`src/rtl/hazard_detect_unit_if.sv`:
```
// ID-stage hazard bundle: decoder-side instruction info in, forwarding selects
// and pipeline-register controls out.
interface hazard_detect_unit_if #(
    parameter int REG_ADDR_W = 5
);
    logic [REG_ADDR_W-1:0] rs1_id;
    logic [REG_ADDR_W-1:0] rs2_id;
    logic [REG_ADDR_W-1:0] rd_id;
    logic                  rs1use_id;
    logic                  rs2use_id;
    logic [1:0]            hazard_optype_id;
    logic                  Branch_ID;
    logic [1:0]            forward_ctrl_A;
    logic [1:0]            forward_ctrl_B;
    logic                  PC_EN_IF;
    logic                  reg_FD_EN;
    logic                  reg_FD_flush;
    logic                  reg_DE_flush;
    logic                  load_use_stall;

    modport master (
        output rs1_id, rs2_id, rd_id, rs1use_id, rs2use_id, hazard_optype_id, Branch_ID,
        input  forward_ctrl_A, forward_ctrl_B, PC_EN_IF, reg_FD_EN, reg_FD_flush,
               reg_DE_flush, load_use_stall
    );

    modport slave (
        input  rs1_id, rs2_id, rd_id, rs1use_id, rs2use_id, hazard_optype_id, Branch_ID,
        output forward_ctrl_A, forward_ctrl_B, PC_EN_IF, reg_FD_EN, reg_FD_flush,
               reg_DE_flush, load_use_stall
    );
endinterface

```
`src/rtl/hazard_detect_unit.sv`:
```
// Hazard unit for a 5-stage in-order core with branch resolution in ID:
// shadows EX/MEM destination info and drives ID forwarding, load-use stall and flushes.
module hazard_detect_unit #(
    parameter int REG_ADDR_W = 5
) (
    input logic                 clk,
    input logic                 rst_n,
    hazard_detect_unit_if.slave hif
);
    localparam logic [1:0] OP_NONE  = 2'b00;
    localparam logic [1:0] OP_ALU   = 2'b01;
    localparam logic [1:0] OP_LOAD  = 2'b10;
    localparam logic [1:0] OP_STORE = 2'b11;

    logic [1:0]            optype_ex_q, optype_ex_d;
    logic [REG_ADDR_W-1:0] rd_ex_q, rd_ex_d;
    logic [1:0]            optype_mem_q, optype_mem_d;
    logic [REG_ADDR_W-1:0] rd_mem_q, rd_mem_d;

    logic ex_alu_wr, mem_alu_wr, mem_ld_wr, ex_ld_wr;
    logic stall;

    // rd == 0 is never a writer, so x0 reads always come from the regfile.
    assign ex_alu_wr  = (optype_ex_q == OP_ALU)   && (rd_ex_q != '0);
    assign ex_ld_wr   = (optype_ex_q == OP_LOAD)  && (rd_ex_q != '0);
    assign mem_alu_wr = (optype_mem_q == OP_ALU)  && (rd_mem_q != '0);
    assign mem_ld_wr  = (optype_mem_q == OP_LOAD) && (rd_mem_q != '0);

    function automatic logic [1:0] fwd_sel(input logic use_r, input logic [REG_ADDR_W-1:0] rs);
        logic [1:0] sel;
        sel = 2'b00;
        if (use_r) begin
            if (ex_alu_wr && rs == rd_ex_q)        sel = 2'b01;
            else if (mem_alu_wr && rs == rd_mem_q) sel = 2'b10;
            else if (mem_ld_wr && rs == rd_mem_q)  sel = 2'b11;
        end
        return sel;
    endfunction

    always_comb begin
        stall = ex_ld_wr &&
                ((hif.rs1use_id && hif.rs1_id == rd_ex_q) ||
                 (hif.rs2use_id && hif.rs2_id == rd_ex_q));
    end

    always_comb begin
        hif.forward_ctrl_A = fwd_sel(hif.rs1use_id, hif.rs1_id);
        hif.forward_ctrl_B = fwd_sel(hif.rs2use_id, hif.rs2_id);
        hif.load_use_stall = stall;
        hif.PC_EN_IF       = ~stall;
        hif.reg_FD_EN      = ~stall;
        hif.reg_DE_flush   = stall;
        // A branch seen during a stall compared stale operands; it re-resolves next cycle.
        hif.reg_FD_flush   = hif.Branch_ID & ~stall;
    end

    always_comb begin
        optype_mem_d = optype_ex_q;
        rd_mem_d     = rd_ex_q;
        optype_ex_d  = OP_NONE;
        rd_ex_d      = '0;
        if (!stall) begin
            optype_ex_d = (hif.hazard_optype_id == OP_STORE) ? OP_NONE : hif.hazard_optype_id;
            rd_ex_d     = hif.rd_id;
        end
    end

    always_ff @(posedge clk or negedge rst_n) begin
        if (!rst_n) begin
            optype_ex_q  <= OP_NONE;
            rd_ex_q      <= '0;
            optype_mem_q <= OP_NONE;
            rd_mem_q     <= '0;
        end else begin
            optype_ex_q  <= optype_ex_d;
            rd_ex_q      <= rd_ex_d;
            optype_mem_q <= optype_mem_d;
            rd_mem_q     <= rd_mem_d;
        end
    end
endmodule

```
`src/flat_wrapper.sv`:
```
// flat-port wrapper written by rule: the top's interface ports become plain ports
module hazard_detect_unit_flat 
#(
    parameter int REG_ADDR_W = 5
)
  (clk, rst_n, hif_rs1_id, hif_rs2_id, hif_rd_id, hif_rs1use_id, hif_rs2use_id, hif_hazard_optype_id, hif_Branch_ID, hif_forward_ctrl_A, hif_forward_ctrl_B, hif_PC_EN_IF, hif_reg_FD_EN, hif_reg_FD_flush, hif_reg_DE_flush, hif_load_use_stall);
  hazard_detect_unit_if #(.REG_ADDR_W(REG_ADDR_W)) hif_i ();
  input logic clk;
  input logic rst_n;
  input wire logic [$bits(hif_i.rs1_id)-1:0] hif_rs1_id;
  input wire logic [$bits(hif_i.rs2_id)-1:0] hif_rs2_id;
  input wire logic [$bits(hif_i.rd_id)-1:0] hif_rd_id;
  input wire logic [$bits(hif_i.rs1use_id)-1:0] hif_rs1use_id;
  input wire logic [$bits(hif_i.rs2use_id)-1:0] hif_rs2use_id;
  input wire logic [$bits(hif_i.hazard_optype_id)-1:0] hif_hazard_optype_id;
  input wire logic [$bits(hif_i.Branch_ID)-1:0] hif_Branch_ID;
  output wire logic [$bits(hif_i.forward_ctrl_A)-1:0] hif_forward_ctrl_A;
  output wire logic [$bits(hif_i.forward_ctrl_B)-1:0] hif_forward_ctrl_B;
  output wire logic [$bits(hif_i.PC_EN_IF)-1:0] hif_PC_EN_IF;
  output wire logic [$bits(hif_i.reg_FD_EN)-1:0] hif_reg_FD_EN;
  output wire logic [$bits(hif_i.reg_FD_flush)-1:0] hif_reg_FD_flush;
  output wire logic [$bits(hif_i.reg_DE_flush)-1:0] hif_reg_DE_flush;
  output wire logic [$bits(hif_i.load_use_stall)-1:0] hif_load_use_stall;
  assign hif_i.rs1_id = hif_rs1_id;
  assign hif_i.rs2_id = hif_rs2_id;
  assign hif_i.rd_id = hif_rd_id;
  assign hif_i.rs1use_id = hif_rs1use_id;
  assign hif_i.rs2use_id = hif_rs2use_id;
  assign hif_i.hazard_optype_id = hif_hazard_optype_id;
  assign hif_i.Branch_ID = hif_Branch_ID;
  assign hif_forward_ctrl_A = hif_i.forward_ctrl_A;
  assign hif_forward_ctrl_B = hif_i.forward_ctrl_B;
  assign hif_PC_EN_IF = hif_i.PC_EN_IF;
  assign hif_reg_FD_EN = hif_i.reg_FD_EN;
  assign hif_reg_FD_flush = hif_i.reg_FD_flush;
  assign hif_reg_DE_flush = hif_i.reg_DE_flush;
  assign hif_load_use_stall = hif_i.load_use_stall;
  hazard_detect_unit #(.REG_ADDR_W(REG_ADDR_W)) u_core (.clk(clk), .rst_n(rst_n), .hif(hif_i));
endmodule
```
`config.mk`:
```
export PLATFORM = sky130hd
export DESIGN_NAME = hazard_detect_unit_flat
export DESIGN_NICKNAME = d
export VERILOG_FILES = /design/src/rtl/hazard_detect_unit_if.sv /design/src/rtl/hazard_detect_unit.sv /design/src/flat_wrapper.sv
export SDC_FILE = /design/constraint.sdc
export NUM_CORES = 1
export LEC_CHECK = 0
export ABC_AREA = 0
export CAP_MARGIN = 20
export CORE_MARGIN = 1
export CORE_UTILIZATION = 55
export CTS_CLUSTER_DIAMETER = 60
export DETAILED_ROUTE_END_ITERATION = 8
export DONT_BUFFER_PORTS = 1
export PLACE_DENSITY = 0.79
export SLEW_MARGIN = 10
export SYNTH_ARGS = -nofsm -noshare
export SYNTH_HDL_FRONTEND = slang
export SYNTH_SLANG_ARGS = --single-unit
```
`constraint.sdc`:
```
create_clock -name clk -period 5.8 [get_ports clk]
set_input_delay 1.16 -clock clk [delete_from_list [all_inputs] [get_ports clk]]
set_output_delay 1.16 -clock clk [all_outputs]
set_load 0.01 [all_outputs]
```
Word-level counts from Yosys, hierarchy flattened:

Index checks and enable logic that the tools add are counted.

* register bits after elaboration: 14
* bits of input ports: 22
* output and inout bits: 9
* logic and storage cells: 42

* equality and inequality tests: 9
* mux-type cells: 11
* bitwise gates (word level): 2
* reductions and logical operators: 16

Operators with widths (count)
* $eq A5 B5 Y1: 4
* $mux W2: 10
* $logic_and A1 B1 Y1: 13
* $reduce_bool A5 Y1: 2
* $eq A2 B2 Y1 const B: 3
* $mux W5: 1
* $eq A2 B1 Y1 const B: 2
* $and A1 B1 Y1: 1
* $logic_or A1 B1 Y1: 1
* $not A1 Y1: 1

Longest topological paths before layout:

Gate-level depths: netlist of run 1.

* depth after elaboration: 7
* gate-level depth with buffers: 5
* gate-level depth less buffers: 4

Least setup slack after synthesis of run 1:

No wires, ideal clock.

* path kind: input -> output
* from: input port hif_rs2_id[2]
* to: output port hif_reg_DE_flush
* arrival: 2.194 ns
* data required time: 4.640 ns
* setup slack: 2.446 ns
* stages: 5
* buffers on the path: 1
* cell sequence: xnor2_1 > o211ai_2 > nor3_2 > or2_1 > buf_4

* word-level cells in the longest chain between the ends: 4

Ends and longest elaborated chain
* start, declared: RTL line flat_wrapper.sv:11 `input wire logic [$bits(hif_i.rs2_id)-1:0] hif_rs2_id;`
* $eq A5 B5 Y1: RTL line hazard_detect_unit.sv:43 `(hif.rs2use_id && hif.rs2_id == rd_ex_q));`
* $logic_and A1 B1 Y1: RTL line hazard_detect_unit.sv:43
* $logic_or A1 B1 Y1: RTL line hazard_detect_unit.sv:42 `((hif.rs1use_id && hif.rs1_id == rd_ex_q) ||`
* $logic_and A1 B1 Y1: RTL line hazard_detect_unit.sv:41 `stall = ex_ld_wr &&`
* end, declared: RTL line flat_wrapper.sv:22 `output wire logic [$bits(hif_i.reg_DE_flush)-1:0] hif_reg_DE_flush;`

Every way passes these cells.

Worst setup path after layout of run 1:

Ends and elaborated chain as after synthesis.

==> reports/summary.md, run 1 <==
The logs give 4 for the count of routing violations after the opening detailed-route iteration and 0.635 for the final core utilization. In this run the remaining antenna-violating nets after routing total 0. The cell area power density was 235 mW/mm^2. The total global routing track utilization is 0.209. Setup violation total in the final timing report: 0. The clock drives 14 sinks. Post-synthesis cell count: 73. The tools report the post-detailed-routing wire length as 1.44 mm. The tools report the maximum number of pins on one net before global-route repair as 15. The critical-path maximum fanout was 10. The fraction of met1 tracks used by global routing was 0.263. Setup repair after global routing left no endpoint under its margin.

Detailed placement finished with a half-perimeter wire length of 1.15 mm. The worst setup path is captured at a primary output. Row generation in the floorplan step produced 13 rows. Synthesis produced a netlist with a net count of 95.

The number of different library cells used by synthesis comes to 24. The stage delay of the slowest cell on the critical path works out to 0.48 ns. For the effective utilization at floorplan, the log shows 0.605. The longest clock path from root to sink contains 2 buffers. The count of vias placed by the detailed router came out at 528.

The detail-routed net length per standard cell is 16.0 um. The post-layout minimum cycle time is 3.38 ns, and the final sum of negative setup slack is 0 ns. For the final hold violation count, the log shows 0. After detailed routing, the number of remaining DRC violations is 0.

The tools report the number of levels the H-tree was split into as 1. The cell area after synthesis was 807 sq um; the part of the cycle the worst path needs was 0.584. The buffer and inverter count on the worst path works out to 0.

The via count of the first global-routing pass was 531; the post-CTS setup-driven buffer insertion count was 0. The logs give 0 for the initial antenna violation count and 0 for the number of warnings reported in the yosys synthesis log. The maximum frequency from static timing analysis is 0.295 GHz.

Count of input and output buffers: 0. The slowest stage of the critical path is the sky130_fd_sc_hd__nor3_2 cell. For the total CTS buffers, the log shows 3.

Type of the most critical hold path: register to register. In this run the static leakage power is 0.324 nW. After synthesis the netlist holds a flip-flop and latch count of 14. The most common cell after layout, fill and taps aside is sky130_fd_sc_hd__dfrtp_1. The hold buffer count at CTS was 0.

The flow ran to the end, and the final reports show no timing, DRC or antenna violations. Max-cap violations in this run came to 0. The vertical extent of the die is 40.3 um, and the worst endpoint data arrival time is 2.22 ns. The clock arrives with 0.00525 ns of skew. The repair_antennas step left the layout with diodes totalling 0. In the routed layout, each cell is associated on average with a via count of 5.87. The first global-routing pass estimated 2.13 mm of wire.

The number of pins exceeding their max-slew limit in the final report was 0; the post-cts gate resize count was 0. From synthesis to final layout, the design area changed by 4.96%. The fraction of the yosys area taken by sequential cells is 0.434. Traced cell by cell, the critical path runs through xnor2_1 > o211ai_2 > nor3_2 > or2_1.

The fraction of final layout cells sized beyond drive strength 1 is 0.120. Before antenna repair, the detailed router went through 2 iterations. The average cell area after synthesis came out at 11.1 sq um. The critical path is of the input pin to primary output type.

The tools report the I/O pin count as 31. Latest clock arrival within the worst-skew pair: 0.27 ns. TritonCTS built the clock tree.

For the pin with the worst max-slew slack, the measured transition is 0.530 ns. CTS root buffer: sky130_fd_sc_hd__clkbuf_4. The tools report the floorplan die area as 0.00162 sq mm. On the critical path the largest part of the delay comes from simple AND/OR/NAND/NOR gates. The global-route track usage on met3 came out at 0.0333.

The tools report the worst supply voltage drop on vdd as 0.144 mV. The layer flagged by global routing as most heavily used is met2. Clock-pin slew reported for the worst setup and hold paths after clock tree synthesis: 0.07 ns.

The standard cell core area came out at 0.00133 sq mm. The library cells used most frequently in the layout, excluding fill and tap cells, are sky130_fd_sc_hd__dfrtp_1 (14), sky130_fd_sc_hd__xnor2_1 (11), sky130_fd_sc_hd__nor3b_1 (9), sky130_fd_sc_hd__xor2_1 (9), sky130_fd_sc_hd__nor2_1 (4). The relative max-transition margin came out at 0.645. The tools report the global-route track usage on met2 as 0.339. Data on the critical path is required at its endpoint by 4.64 ns. The total congestion overflow after global routing was 0.

The net count of the finished layout is 98. The floorplan step set the die width to 40.3 um. The kind of start point of the critical path was an input pin. At the end of routability-driven placement, the weighted congestion stood at 0.666.
layer usage:
layer	up-vias	part of all wire
li1	263	-
met1	241	0.44
met2	22	0.48
met3	2	0.075
met4	0	0.0097
met5	-	0
stage by stage:
stage                     setup WS [ns]  hold slack, ns  cell area [sq um]  power, mW  cells
after floorplan                    2.45           0.371                807      0.130     73
after global placement             2.43           0.384                811      0.134     86
after detailed placement           2.41           0.395                811      0.134     86
after CTS                          2.40           0.415                847      0.202     90
after global routing               2.27           0.430                847      0.209     90
final                              2.42           0.414                847      0.199     90
power breakdown:
group / internal (mW) / switching (mW)
combinational: 0.0132 / 0.00968
clock: 0.0381 / 0.0287
sequential: 0.103 / 0.00636
total: 0.154 / 0.0448
registers in the layout, summed over array words and instances, names as in the netlist:
name	count
u_core.rd_ex_q	5
u_core.optype_ex_q	2
u_core.optype_mem_q	2
u_core.rd_mem_q	5
path summary, 6_finish.rpt:
| path | startpoint | endpoint | slack (ns) | cells after the start |
|---|---|---|---|---|
| min in group asynchronous | rst_n | u_core.rd_mem_q[0] | 0.57 | 0 |
| max in group asynchronous | rst_n | u_core.rd_ex_q[0] | 5.16 | 0 |
| max reg2reg | u_core.rd_ex_q[0] | u_core.optype_ex_q[0] | 4.07 | 4 |
| min reg2reg | u_core.optype_ex_q[0] | u_core.optype_mem_q[0] | 0.41 | 0 |
| max | hif_rs2_id[2] | hif_reg_DE_flush | 2.42 | 4 |
| min | u_core.optype_ex_q[0] | u_core.optype_mem_q[0] | 0.41 | 0 |
Yosys cell counts, drive strengths merged:
master | number | area [sq um]
dfrtp | 14 | 350
xnor2 | 11 | 96.3
nor3b | 9 | 67.6
xor2 | 9 | 78.8
nor2 | 4 | 15.0
and3 | 2 | 12.5
buf | 2 | 15.0
nand3 | 2 | 10.0
nand3b | 2 | 15.0
nor3 | 2 | 20.0
nor4 | 2 | 12.5
nor4b | 2 | 17.5
or4 | 2 | 18.8
a211oi | 1 | 7.51
a21oi | 1 | 8.76
a22o | 1 | 8.76
a32o | 1 | 10.0
and2 | 1 | 6.26
nand4 | 1 | 6.26
nor2b | 1 | 6.26
o211ai | 1 | 12.5
o21ai | 1 | 5.00
or2 | 1 | 6.26
layout make-up:
type,instances,area (sq um)
flip-flops and latches,14,350
well taps,15,18.8
multi-input cells,57,442
clock buffers,4,36.3
fillers,127,487
logic make-up (layout without fill, tap and decap cells):
logic type                count (synthesis)  count (layout)  share of synthesized area
DFF                                      14              14                      0.434
xor gates and xnor gates                 20              20                      0.217
and+or+nand+nor                          31              31                      0.265
AOI/OAI and AO/OA                         6               6                     0.0651
buffers and inverters                     2               4                     0.0186
Power figures use the tool's default switching activity.
==> run 2: changes to the inputs <==
--- a/config.mk
+++ b/config.mk
@@ -8,11 +8,11 @@
 export ABC_AREA = 0
 export CAP_MARGIN = 20
 export CORE_MARGIN = 1
-export CORE_UTILIZATION = 55
+export CORE_UTILIZATION = 53
 export CTS_CLUSTER_DIAMETER = 60
 export DETAILED_ROUTE_END_ITERATION = 8
 export DONT_BUFFER_PORTS = 1
-export PLACE_DENSITY = 0.79
+export PLACE_DENSITY = 0.8
 export SLEW_MARGIN = 10
 export SYNTH_ARGS = -nofsm -noshare
 export SYNTH_HDL_FRONTEND = slang
==> constraint.sdc (replaced) <==
create_clock -name clk -period 2.8 [get_ports clk]
set_input_delay 0.56 -clock clk [delete_from_list [all_inputs] [get_ports clk]]
set_output_delay 0.56 -clock clk [all_outputs]
set_load 0.01 [all_outputs]
==> run 2 against run 1 <==
Against the previous run:
- flip-flop and latch count is the same
- combinational power increased by 130%
- sequential share of layout area shrank 0.48 points
- clock power grew 100%
- sequential power up 110%
- power increased by 110%
- clock-buffer cell count stayed put
- via count is 1.9% higher
- hold slack lost 0.064 ns
- global-route usage decreased by 1.8 points
- highest routed layer unchanged
- non-clock buffer count rose by 1
==> reports/summary.md, run 2 (synthesized netlist as in run 1, its figures left out) <==
The flow ran to the end, and the final reports show no timing, DRC or antenna violations. The library cells used most frequently in the layout, excluding fill and tap cells, are sky130_fd_sc_hd__dfrtp_1 (14), sky130_fd_sc_hd__xnor2_1 (11), sky130_fd_sc_hd__nor3b_1 (9), sky130_fd_sc_hd__xor2_1 (9), sky130_fd_sc_hd__nor2_1 (4). Setup repair after global routing left no endpoint under its margin. The final sum of negative setup slack was 0 ns (unchanged); the net total in the final layout was 99 (+1.0%). Vertical extent of the die: 41.0 um (+1.8%). The logs give 0 (unchanged) for the DRC violation count after routing and 7 (+3) for the count of routing violations after the opening detailed-route iteration. Final worst hold slack: 0.350 ns (-0.0639 ns). The root buffer cell chosen for the clock tree is sky130_fd_sc_hd__clkbuf_4. The area occupied by multi-input gates was 442 sq um (unchanged); the total number of clock tree sinks was 14 (unchanged). The total congestion overflow after global routing was 0 (unchanged). Type of the most critical hold path: input pin to register. For this run, the top clock speed supported by timing is 0.395 GHz. The detailed placer's ending HPWL is 1.19 mm (+3.3%), and the cell area power density is 482 mW/mm^2 (+110%).

The part of the cycle the worst path needs was 0.904; the detail-routed net length per standard cell was 15.8 um (-1.2%). Post-layout minimum cycle time: 2.53 ns. For the number of filler instances in the final layout, the log shows 121 (-4.7%). Number of levels the H-tree was split into: 1 (unchanged).

The logs give 0.591 (-0.0144) for the effective utilization at floorplan and 0.627 (-0.00779) for the final core utilization. The tools report the max-capacitance violation count as 0 (unchanged). The chip width is 41.0 um (+1.8%). The run gives 503 (-5.3%) as the via count of the first global-routing pass. For the maximum number of pins on one net before global-route repair, the log shows 15 (unchanged). The layout overhead on the synthesized area is 6.20%, and the leakage power summed over all cells is 0.329 nW (+1.3%). For the post-detailed-routing wire length, the log shows 1.44 mm (about the same). The latest clock arrival within the worst-skew pair is 0.27 ns (about the same), and the number of placement rows is 13 (unchanged). The worst setup path is launched from a register. The count of input and output buffers was 0 (unchanged). The total CTS buffers is 3 (unchanged).

Slew of the pin with the lowest slew margin: 0.584 ns (+0.0536 ns). In the final layout, the registers with the most flip-flops are u_core.rd_ex_q: 5 flops, u_core.rd_mem_q: 5 flops. The worst endpoint data arrival time is 1.97 ns (-0.25 ns), and the wire length of the first global-routing pass is 1.99 mm (-6.2%).

The placer's final routability congestion estimate was 0.701 (+5.3%). The I/O pin count came out at 31 (unchanged). The register area is 350 sq um (unchanged), and the setup violation total in the final timing report is 0 (unchanged). The floorplan die area was 0.00168 sq mm (+3.6%); the total global routing track utilization was 0.192 (-0.0175). The logs give 2.24 ns (-2.40 ns) for the worst endpoint required time and 0.610 (-0.0351) for the relative max-transition margin. Post-CTS setup-driven buffer insertion count: 0 (unchanged). STA classifies the critical path endpoint as a primary output. The run gives 0 (unchanged) as the initial antenna violation count.

The tools report the final design area excluding fillers as 857 sq um (+1.2%). The count of TritonRoute iterations in the first routing pass is 3 (+1). The final hold violation count is 0 (unchanged). The hold buffer count at CTS was 1 (+1); the number of pins exceeding their max-slew limit in the final report was 0 (unchanged).

The worst supply voltage drop on vdd came out at 0.241 mV (+68%). TritonCTS built the clock tree. The clock-pin slew reported for the worst setup and hold paths after clock tree synthesis was 0.08 ns (about the same). The tools report the worst-case clock buffer depth as 2 (unchanged). For the count of vias placed by the detailed router, the log shows 538 (+1.9%).

The detail-routed via count per cell works out to 5.91 (+0.77%). Worst setup skew after layout: 0.00262 ns (-0.00262 ns). Leaving out fill and tap cells, the most frequent cell in the layout is sky130_fd_sc_hd__dfrtp_1.

The tools report the number of antenna-violating nets in the routed design as 0 (unchanged). The tools report the number of antenna repair diodes as 0 (unchanged). The placed instance area came out at 811 sq um (unchanged).

The fraction of final layout cells sized beyond drive strength 1 is 0.118 (-0.00158), and the standard cell core area is 0.00137 sq mm (+2.4%). Category of the most critical setup path: register to primary output. The logs give 0.413 mW (+110%) for the total power consumption of the routed design and 0 (unchanged) for the post-cts gate resize count. The critical-path maximum fanout is 10 (unchanged).
-- run 2: cell types whose count changed in the layout (fill, tap and decap cells not counted) --
cell / change
sky130_fd_sc_hd__dlygate4sd3_1: +1
-- run 2: layout make-up --
cell class	count	area share
Tap cell	15	0.0219
Timing Repair Buffer	1	0.0117
Multi-Input combinational cell	57	0.515
Sequential cell	14	0.409
Clock buffer	4	0.0423
-- run 2: worst paths after layout --
| kind | from | end | slack (ns) | cells past startpoint |
|---|---|---|---|---|
| worst max register to register | u_core.rd_ex_q[0] | u_core.optype_ex_q[0] | 1.02 | 4 |
| max in group asynchronous | rst_n | u_core.rd_mem_q[2] | 1.69 | 1 |
| worst min-delay path | hif_hazard_optype_id[0] | u_core.optype_ex_q[1] | 0.35 | 1 |
| worst min register to register | u_core.optype_ex_q[0] | u_core.optype_mem_q[0] | 0.41 | 0 |
| worst max-delay path | u_core.rd_ex_q[0] | hif_reg_FD_flush | 0.27 | 4 |
| min in group asynchronous | rst_n | u_core.optype_mem_q[1] | 0.72 | 1 |
-- run 2: worst max-delay path, cell delays in order (launching register included) --
cell and delay, ns:
sky130_fd_sc_hd__dfrtp_1 0.44, sky130_fd_sc_hd__or4_4 0.57, sky130_fd_sc_hd__a21oi_2 0.20, sky130_fd_sc_hd__nor3_2 0.13
sky130_fd_sc_hd__nor3b_1 0.37
-- run 2: report_power, final --
group          internal, mW  total (mW)  switching, mW  leakage (nW)
sequential            0.213       0.226         0.0128         0.168
combinational        0.0282      0.0516         0.0234         0.139
clock                0.0790       0.136         0.0568        0.0210
total                 0.320       0.413         0.0929         0.329
-- run 2: through the flow --
| step | setup slack (ns) | instances |
|---|---|---|
| global route | 0.169 | 91 |
| detailed placement | 0.566 | 86 |
| floorplan | 0.588 | 73 |
| CTS | 0.252 | 91 |
| finish | 0.269 | 91 |
| global placement | 0.581 | 86 |
-- run 2: layer usage --
layer  global-route usage  part of all wire  up-vias
met1                0.230              0.42      248
met5                    0                 0        -
met4                0.133            0.0083        0
met2                0.320              0.49       22
met3               0.0163             0.075        2
li1                     -                 -      266
